--- config.mk ---
export PLATFORM = sky130hd
export DESIGN_NAME = sprite_compositor_flat
export DESIGN_NICKNAME = d
export VERILOG_FILES = /design/src/rtl/sprite_pkg.sv /design/src/rtl/sprite_compositor_if.sv /design/src/rtl/sprite_channel.sv /design/src/rtl/sprite_compositor.sv /design/src/flat_wrapper.sv
export SDC_FILE = /design/constraint.sdc
export NUM_CORES = 1
export LEC_CHECK = 0
export CORE_UTILIZATION = 50
export DETAILED_ROUTE_END_ITERATION = 12
export PLACE_DENSITY = 0.72
export SYNTH_ARGS = -nofsm -noshare
export SYNTH_HDL_FRONTEND = slang
export SYNTH_SLANG_ARGS = --single-unit
--- constraint.sdc ---
create_clock -name Clk -period 8.1 [get_ports Clk]
set_input_delay 1.62 -clock Clk [delete_from_list [all_inputs] [get_ports Clk]]
set_output_delay 1.62 -clock Clk [all_outputs]
set_load 0.01 [all_outputs]
--- src/rtl/sprite_pkg.sv ---
// Shared types, widths and helpers for the sprite compositor and its channels.
// Widths are derived from the default geometry; instances must use the same geometry.
package sprite_pkg;

    localparam int DEF_NUM_SPR    = 4;
    localparam int DEF_SPR_W      = 26;
    localparam int DEF_SPR_H      = 32;
    localparam int DEF_NUM_FRAMES = 8;
    localparam int DEF_COORD_W    = 10;
    localparam int DEF_COLOR_W    = 24;

    localparam int ADDR_W = $clog2(DEF_NUM_FRAMES * DEF_SPR_W * DEF_SPR_H);
    localparam int IDX_W  = $clog2(DEF_NUM_SPR);
    localparam int FRM_W  = $clog2(DEF_NUM_FRAMES);

    typedef struct packed {
        logic [DEF_COORD_W-1:0] x;
        logic [DEF_COORD_W-1:0] y;
        logic [FRM_W-1:0]       frame;
        logic                   flip;
        logic                   vis;
        logic                   anim;
    } spr_attr_t;

    // Two guard bits keep frame + phase from wrapping before the modulo.
    function automatic logic [FRM_W-1:0] eff_frame(
        input logic [FRM_W-1:0] frame,
        input logic             anim,
        input logic [FRM_W-1:0] phase,
        input int               num_frames
    );
        logic [FRM_W+1:0] sum;
        logic [FRM_W+1:0] nf;
        sum = {2'b00, frame} + (anim ? {2'b00, phase} : '0);
        nf  = num_frames[FRM_W+1:0];
        return FRM_W'(sum % nf);
    endfunction

endpackage

--- src/rtl/sprite_compositor_if.sv ---
// Pixel, attribute-write, sprite-ROM and composite-output signals of the compositor.
// The DUT side uses the slave modport; the source of pixels/writes uses master.
interface sprite_compositor_if #(
    parameter int NUM_SPR = sprite_pkg::DEF_NUM_SPR,
    parameter int COORD_W = sprite_pkg::DEF_COORD_W,
    parameter int COLOR_W = sprite_pkg::DEF_COLOR_W
);
    import sprite_pkg::*;

    // No valid/ready pairs: wr_en and frame_start are single-cycle strobes that are
    // always accepted on the edge they are high; DrawX/DrawY advance one pixel per clock.
    logic                        frame_start;
    logic                        wr_en;
    logic [IDX_W-1:0]            wr_idx;
    logic [COORD_W-1:0]          wr_x;
    logic [COORD_W-1:0]          wr_y;
    logic [FRM_W-1:0]            wr_frame;
    logic                        wr_flip;
    logic                        wr_vis;
    logic                        wr_anim;
    logic [COORD_W-1:0]          DrawX;
    logic [COORD_W-1:0]          DrawY;
    logic [NUM_SPR*ADDR_W-1:0]   rom_addr;
    logic [NUM_SPR*COLOR_W-1:0]  rom_data;
    logic                        spr_hit;
    logic [IDX_W-1:0]            spr_id;
    logic [COLOR_W-1:0]          spr_color;

    modport slave (
        input  frame_start, wr_en, wr_idx, wr_x, wr_y, wr_frame, wr_flip, wr_vis, wr_anim,
        input  DrawX, DrawY, rom_data,
        output rom_addr, spr_hit, spr_id, spr_color
    );

    modport master (
        output frame_start, wr_en, wr_idx, wr_x, wr_y, wr_frame, wr_flip, wr_vis, wr_anim,
        output DrawX, DrawY, rom_data,
        input  rom_addr, spr_hit, spr_id, spr_color
    );

endinterface

--- src/rtl/sprite_channel.sv ---
// One sprite channel: hit test and ROM address for the current pixel.
// The address goes straight to the synchronous ROM; the hit bit is registered to align with its data.
module sprite_channel
    import sprite_pkg::*;
#(
    parameter int SPR_W      = DEF_SPR_W,
    parameter int SPR_H      = DEF_SPR_H,
    parameter int NUM_FRAMES = DEF_NUM_FRAMES,
    parameter int COORD_W    = DEF_COORD_W
) (
    input  logic               Clk,
    input  logic               Reset_n,
    input  spr_attr_t          attr,
    input  logic [FRM_W-1:0]   phase,
    input  logic [COORD_W-1:0] draw_x,
    input  logic [COORD_W-1:0] draw_y,
    output logic               hit,
    output logic [ADDR_W-1:0]  rom_addr
);

    localparam int CW1        = COORD_W + 1;
    localparam int COL_MAX_I  = SPR_W - 1;
    localparam int FRAME_SZ_I = SPR_W * SPR_H;

    localparam logic [COORD_W-1:0] COL_MAX  = COL_MAX_I[COORD_W-1:0];
    localparam logic [CW1-1:0]     SPR_W_C  = CW1'(SPR_W);
    localparam logic [CW1-1:0]     SPR_H_C  = CW1'(SPR_H);
    localparam logic [ADDR_W-1:0]  FRAME_SZ = ADDR_W'(FRAME_SZ_I);
    localparam logic [ADDR_W-1:0]  ROW_SZ   = ADDR_W'(SPR_W);

    logic [CW1-1:0]     x_end;
    logic [CW1-1:0]     y_end;
    logic               in_x;
    logic               in_y;
    logic               hit_c;
    logic [COORD_W-1:0] col;
    logic [COORD_W-1:0] col_f;
    logic [COORD_W-1:0] row;
    logic [FRM_W-1:0]   eff;
    logic [ADDR_W-1:0]  addr_c;

    // Right/bottom edges get an extra bit so a sprite near 2^COORD_W does not wrap.
    always_comb begin
        x_end  = {1'b0, attr.x} + SPR_W_C;
        y_end  = {1'b0, attr.y} + SPR_H_C;
        in_x   = (draw_x >= attr.x) && ({1'b0, draw_x} < x_end);
        in_y   = (draw_y >= attr.y) && ({1'b0, draw_y} < y_end);
        hit_c  = attr.vis && in_x && in_y;
        col    = draw_x - attr.x;
        row    = draw_y - attr.y;
        col_f  = attr.flip ? (COL_MAX - col) : col;
        eff    = eff_frame(attr.frame, attr.anim, phase, NUM_FRAMES);
        addr_c = ADDR_W'(eff) * FRAME_SZ + ADDR_W'(row) * ROW_SZ + ADDR_W'(col_f);
    end

    assign rom_addr = hit_c ? addr_c : '0;

    always_ff @(posedge Clk) begin
        if (!Reset_n) begin
            hit <= 1'b0;
        end else begin
            hit <= hit_c;
        end
    end

endmodule

--- src/rtl/sprite_compositor.sv ---
// Multi-sprite compositor: double-buffered attribute banks, animation counters,
// per-channel address generation and a transparency/priority stage with 2-cycle latency.
module sprite_compositor
    import sprite_pkg::*;
#(
    parameter int               NUM_SPR    = DEF_NUM_SPR,
    parameter int               SPR_W      = DEF_SPR_W,
    parameter int               SPR_H      = DEF_SPR_H,
    parameter int               NUM_FRAMES = DEF_NUM_FRAMES,
    parameter int               COORD_W    = DEF_COORD_W,
    parameter int               COLOR_W    = DEF_COLOR_W,
    parameter logic [COLOR_W-1:0] KEY_COLOR = 24'hFF00FF,
    parameter int               ANIM_LEN   = 3,
    parameter int               ANIM_DIV   = 6
) (
    input  logic              Clk,
    input  logic              Reset_n,
    sprite_compositor_if.slave bus
);

    localparam int DIV_W      = (ANIM_DIV > 1) ? $clog2(ANIM_DIV) : 1;
    localparam int DIV_LAST_I = ANIM_DIV - 1;
    localparam int PH_LAST_I  = ANIM_LEN - 1;

    localparam logic [DIV_W-1:0] DIV_LAST = DIV_LAST_I[DIV_W-1:0];
    localparam logic [FRM_W-1:0] PH_LAST  = PH_LAST_I[FRM_W-1:0];

    spr_attr_t         pend     [NUM_SPR];
    spr_attr_t         pend_nxt [NUM_SPR];
    spr_attr_t         act      [NUM_SPR];
    spr_attr_t         wr_attr;
    logic [DIV_W-1:0]  div_cnt;
    logic [FRM_W-1:0]  phase;
    logic [NUM_SPR-1:0] hit_q;
    logic [ADDR_W-1:0] ch_addr  [NUM_SPR];

    logic               win_hit;
    logic [IDX_W-1:0]   win_id;
    logic [COLOR_W-1:0] win_color;
    logic [COLOR_W-1:0] texel;

    always_comb begin
        wr_attr       = '0;
        wr_attr.x     = bus.wr_x;
        wr_attr.y     = bus.wr_y;
        wr_attr.frame = bus.wr_frame;
        wr_attr.flip  = bus.wr_flip;
        wr_attr.vis   = bus.wr_vis;
        wr_attr.anim  = bus.wr_anim;
    end

    // The active copy takes pend_nxt so a write coinciding with frame_start lands immediately.
    always_comb begin
        for (int i = 0; i < NUM_SPR; i++) begin
            pend_nxt[i] = pend[i];
            if (bus.wr_en && (bus.wr_idx == IDX_W'(i))) begin
                pend_nxt[i] = wr_attr;
            end
        end
    end

    always_ff @(posedge Clk) begin
        if (!Reset_n) begin
            for (int i = 0; i < NUM_SPR; i++) begin
                pend[i] <= '0;
                act[i]  <= '0;
            end
            div_cnt <= '0;
            phase   <= '0;
        end else begin
            for (int i = 0; i < NUM_SPR; i++) begin
                pend[i] <= pend_nxt[i];
            end
            if (bus.frame_start) begin
                for (int i = 0; i < NUM_SPR; i++) begin
                    act[i] <= pend_nxt[i];
                end
                if (div_cnt == DIV_LAST) begin
                    div_cnt <= '0;
                    phase   <= (phase == PH_LAST) ? '0 : phase + 1'b1;
                end else begin
                    div_cnt <= div_cnt + 1'b1;
                end
            end
        end
    end

    for (genvar g = 0; g < NUM_SPR; g++) begin : g_ch
        sprite_channel #(
            .SPR_W      (SPR_W),
            .SPR_H      (SPR_H),
            .NUM_FRAMES (NUM_FRAMES),
            .COORD_W    (COORD_W)
        ) u_ch (
            .Clk      (Clk),
            .Reset_n  (Reset_n),
            .attr     (act[g]),
            .phase    (phase),
            .draw_x   (bus.DrawX),
            .draw_y   (bus.DrawY),
            .hit      (hit_q[g]),
            .rom_addr (ch_addr[g])
        );
    end

    always_comb begin
        bus.rom_addr = '0;
        for (int i = 0; i < NUM_SPR; i++) begin
            bus.rom_addr[i*ADDR_W +: ADDR_W] = ch_addr[i];
        end
    end

    // Scan from the lowest priority up so the lowest-index opaque channel is the last to write.
    always_comb begin
        win_hit   = 1'b0;
        win_id    = '0;
        win_color = '0;
        texel     = '0;
        for (int i = NUM_SPR - 1; i >= 0; i--) begin
            texel = bus.rom_data[i*COLOR_W +: COLOR_W];
            if (hit_q[i] && (texel != KEY_COLOR)) begin
                win_hit   = 1'b1;
                win_id    = IDX_W'(i);
                win_color = texel;
            end
        end
    end

    always_ff @(posedge Clk) begin
        if (!Reset_n) begin
            bus.spr_hit   <= 1'b0;
            bus.spr_id    <= '0;
            bus.spr_color <= '0;
        end else begin
            bus.spr_hit   <= win_hit;
            bus.spr_id    <= win_id;
            bus.spr_color <= win_color;
        end
    end

endmodule

--- src/flat_wrapper.sv ---
// flat-port wrapper written by rule: the top's interface ports become plain ports
module sprite_compositor_flat import sprite_pkg::*;
#(
    parameter int               NUM_SPR    = DEF_NUM_SPR,
    parameter int               SPR_W      = DEF_SPR_W,
    parameter int               SPR_H      = DEF_SPR_H,
    parameter int               NUM_FRAMES = DEF_NUM_FRAMES,
    parameter int               COORD_W    = DEF_COORD_W,
    parameter int               COLOR_W    = DEF_COLOR_W,
    parameter logic [COLOR_W-1:0] KEY_COLOR = 24'hFF00FF,
    parameter int               ANIM_LEN   = 3,
    parameter int               ANIM_DIV   = 6
)
  (Clk, Reset_n, bus_frame_start, bus_wr_en, bus_wr_idx, bus_wr_x, bus_wr_y, bus_wr_frame, bus_wr_flip, bus_wr_vis, bus_wr_anim, bus_DrawX, bus_DrawY, bus_rom_data, bus_rom_addr, bus_spr_hit, bus_spr_id, bus_spr_color);
  sprite_compositor_if #(.NUM_SPR(NUM_SPR), .COORD_W(COORD_W), .COLOR_W(COLOR_W)) bus_i ();
  input  logic Clk;
  input  logic Reset_n;
  input wire logic [$bits(bus_i.frame_start)-1:0] bus_frame_start;
  input wire logic [$bits(bus_i.wr_en)-1:0] bus_wr_en;
  input wire logic [$bits(bus_i.wr_idx)-1:0] bus_wr_idx;
  input wire logic [$bits(bus_i.wr_x)-1:0] bus_wr_x;
  input wire logic [$bits(bus_i.wr_y)-1:0] bus_wr_y;
  input wire logic [$bits(bus_i.wr_frame)-1:0] bus_wr_frame;
  input wire logic [$bits(bus_i.wr_flip)-1:0] bus_wr_flip;
  input wire logic [$bits(bus_i.wr_vis)-1:0] bus_wr_vis;
  input wire logic [$bits(bus_i.wr_anim)-1:0] bus_wr_anim;
  input wire logic [$bits(bus_i.DrawX)-1:0] bus_DrawX;
  input wire logic [$bits(bus_i.DrawY)-1:0] bus_DrawY;
  input wire logic [$bits(bus_i.rom_data)-1:0] bus_rom_data;
  output wire logic [$bits(bus_i.rom_addr)-1:0] bus_rom_addr;
  output wire logic [$bits(bus_i.spr_hit)-1:0] bus_spr_hit;
  output wire logic [$bits(bus_i.spr_id)-1:0] bus_spr_id;
  output wire logic [$bits(bus_i.spr_color)-1:0] bus_spr_color;
  assign bus_i.frame_start = bus_frame_start;
  assign bus_i.wr_en = bus_wr_en;
  assign bus_i.wr_idx = bus_wr_idx;
  assign bus_i.wr_x = bus_wr_x;
  assign bus_i.wr_y = bus_wr_y;
  assign bus_i.wr_frame = bus_wr_frame;
  assign bus_i.wr_flip = bus_wr_flip;
  assign bus_i.wr_vis = bus_wr_vis;
  assign bus_i.wr_anim = bus_wr_anim;
  assign bus_i.DrawX = bus_DrawX;
  assign bus_i.DrawY = bus_DrawY;
  assign bus_i.rom_data = bus_rom_data;
  assign bus_rom_addr = bus_i.rom_addr;
  assign bus_spr_hit = bus_i.spr_hit;
  assign bus_spr_id = bus_i.spr_id;
  assign bus_spr_color = bus_i.spr_color;
  sprite_compositor #(.NUM_SPR(NUM_SPR), .SPR_W(SPR_W), .SPR_H(SPR_H), .NUM_FRAMES(NUM_FRAMES), .COORD_W(COORD_W), .COLOR_W(COLOR_W), .KEY_COLOR(KEY_COLOR), .ANIM_LEN(ANIM_LEN), .ANIM_DIV(ANIM_DIV)) u_core (.Clk(Clk), .Reset_n(Reset_n), .bus(bus_i));
endmodule
==> impl_results.md <==
* Run status: finished with violations
* Violated checks: negative setup slack
* Initial core utilization at 0.5064
* Hold Path Origin: u_core.pend[0][15]
* Via count at 21020
* Routability congestion estimate at 0.9705
* Syn Std Cell Area at 0.02181 mm2
* Core Box Area at 0.04308 mm2
* Sink Count at 245
* Multi-input logic area at 0.01592 mm2
* Number of buffers created by CTS at 26
* Largest area contributor in the netlist: ha_1
* Largest net degree at the start of global routing at 109
* Most used DFF post-synth: dfxtp_1
* Most common cell after layout, fill and taps aside: buf_4
* Initial antenna violation count at 2
* # rows at 76
* Post-synth EDFFs at 104
* DRC violations left at 0
* Mean post-synth cell area at 8.500 um2
* Max cap viols at 0
* Cells after synthesis at 2566
* Most frequent cells in the layout: 415 x buf_4, 306 x inv_1, 284 x nand2_1
* Critical Path AT at 6.96 ns
* Crit path max fanout at 3
* Port buffer count at 226
* Kind of start point of the critical path: primary input
* Synth unique cells at 76
* FF-to-FF End: u_core.g_ch[1].u_ch.hit
* Reg-to-reg startpoint: u_core.act[1][6]
* Reg2reg setup slack at 3.19 ns
* Final slew viol count at 0
* Routed length per instance at 19.43 um
* Final setup vio count at 9
* Max clock buf depth at 3
* Post-Layout Cell Count at 3805
* Dpl cells at 3677
* PwrDens at 393.6 mW/mm2
* Die area at 0.04446 mm2
* DR vias/cell at 5.525
* Critical Path Max Stage Delay at 0.55 ns
* First-pass GRT wire length at 111000 um
* Part of the cycle the worst path needs at 1.059
* CP endpoint kind: output port
* Cells on worst reg2reg path at 32
* Storage element area at 0.005946 mm2
* Yosys warns at 0
* Worst Tran Pin Value at 1.247 ns
* Filler instances at 3218
* Die width at 210.9 um
* Synthesized flop and latch total at 245
* Critical path required time at 6.48 ns
* Share of cells above drive strength 1 at 0.2404
* Worst skew pair latency at 0.55 ns
* Maximum vdd ir drop at 545.1 uV
* CTS Root Cell: clkbuf_16
* Fmax at 116.5 MHz
* Hold Violations, Final at 0
* Min-delay worst type: reg -> reg
* Die height at 210.9 um
* Syn nets at 3098
* GRT overflow at 0
* CTS tree: built
* RSZ-0062 raised after global routing: yes
* Inserted Diodes at 0
* Clk pin slew, worst setup/hold paths at 0.06 ns
* Hold Crit Depth at 2
* Slowest stage cell, crit path: fa_1
* First drt pass iteration count at 6
* Final min period at 8.581 ns
* Post-synth ARST share at 0
* Ranking of synthesized cells by area: ha_1 19%, edfxtp_1 14%, dfxtp_1 13%
* Final Skew at 0.02132 ns
* Syn-to-layout area delta at 40.06%
* Setup Crit Path Kind: in -> out
* Slew margin rel. at 0.1687
* Total negative slack at -2.210 ns
* CTS HTree Levels at 1
* Vias in the first global route at 21490
* Leakage at 13.57 nW
* Gr usage total at 0.3197
* Post-route ant nets at 0
* HPWL after DPL at 53410 um
* Final worst setup slack at -0.4810 ns
* WHS Endpoint: u_core.pend[0][15]
* Layout net count at 3732
* Hold buffer count at CTS at 0
* Top cell type's share of synthesized area at 0.1859
* Num ports at 227
* Initial DRC Count at 1310
* Seq/Total Area, Yosys at 0.2726
* Final wirelength at 73950 um
[Yosys cell counts, types with 19 or more instances]
cell,instances
o21ai_1,41
inv_1,340
clkbuf_1,65
a22oi_1,19
ha_1,324
o21a_1,36
fa_1,60
nand3_1,34
nor2_1,138
a21oi_1,223
o21ai_0,46
edfxtp_1,104
xnor2_1,141
a21o_1,39
dfxtp_1,141
xor2_1,74
and2_1,123
o21bai_1,23
nand2_1,288
nor2b_1,30
nand2b_1,20
nand4_1,24
nor3_1,49
[worst max-delay path: cells and delay by family]
family,cells,cell delay (ns)
buffers and inverters,10,0.85
xor gates and xnor gates,4,0.73
AOI/OAI and AO/OA,5,0.86
and+or+nand+nor,3,0.64
adders and majority gates,7,2.25
[cells by family (layout without fill, tap and decap cells)]
| logic type | Yosys count | in the layout | synth area share |
|---|---|---|---|
| AND/OR/NAND/NOR | 768 | 769 | 0.1707 |
| AO/OA/AOI/OAI | 530 | 530 | 0.1505 |
| buffers and inverters | 415 | 1068 | 0.07233 |
| adder cells (fa/ha/maj) | 384 | 384 | 0.2409 |
| flip-flops | 245 | 245 | 0.2726 |
| XOR/XNOR | 219 | 219 | 0.09046 |
| multiplexers | 5 | 5 | 0.002524 |
[what timing repair did]
item	CTS	global route
endpoints found under the setup margin	28	32
gates cloned	1	0
gates resized for setup	276	130
setup buffers	68	22
pin swaps	166	114
[final cells by class]
type,instances,share of cell area
Inverter,341,0.04235
Timing Repair Buffer,679,0.1890
Clock buffer,33,0.02384
Multi-Input combinational cell,1907,0.5211
Tap cell,585,0.02396
Sequential cell,245,0.1946
Clock inverter,15,0.005160
[through the flow]
stage	power, mW	hold slack [ns]	setup WS [ns]	cell area (um2)	utilization
6_report	12.02	0.4566	-0.4810	30550	0.7092
3_3_place_gp	8.212	0.4396	-1.225	27430	0.6367
4_1_cts	10.87	0.4572	-0.2361	29820	0.6923
5_1_grt	12.93	0.4726	-0.5885	30550	0.7092
2_1_floorplan	5.789	0.4339	-0.03444	21840	-
3_5_place_dp	8.454	0.4483	-1.348	27430	0.6367
[registers in the layout, indices dropped and copies added (netlist names)]
register              count
u_core.g_ch.u_ch.hit      4
u_core.bus.spr_id         2
u_core.div_cnt            3
u_core.bus.spr_hit        1
u_core.act              104
u_core.phase              3
u_core.bus.spr_color     24
u_core.pend             104
[metal layers]
layer,vias to the layer above,wire length (um),track usage
li1,9956,-,-
met1,10010,27970,0.3710
met2,836,35650,0.5605
met3,223,6142,0.06334
met4,2,4174,0.1584
met5,-,13,0
[how the worst max path moves through the flow]
stage                  endpoint    startpoint  depth (start not counted)
3_3_place_gp   bus_rom_addr[51]  bus_DrawY[1]                         26
2_1_floorplan  bus_rom_addr[12]  bus_DrawY[0]                         25
4_1_cts        bus_rom_addr[25]  bus_DrawY[0]                         29
6_report       bus_rom_addr[25]  bus_DrawY[0]                         29
3_5_place_dp   bus_rom_addr[25]  bus_DrawY[0]                         24
5_1_grt        bus_rom_addr[38]  bus_DrawY[4]                         28
[where the power goes]
group          switching, mW  internal, mW  total [mW]
clock network          0.534         0.711        1.24
registers             0.0334          1.34        1.37
logic                   4.28          5.13        9.41
Note: power is estimated with default switching activity, not from simulation.
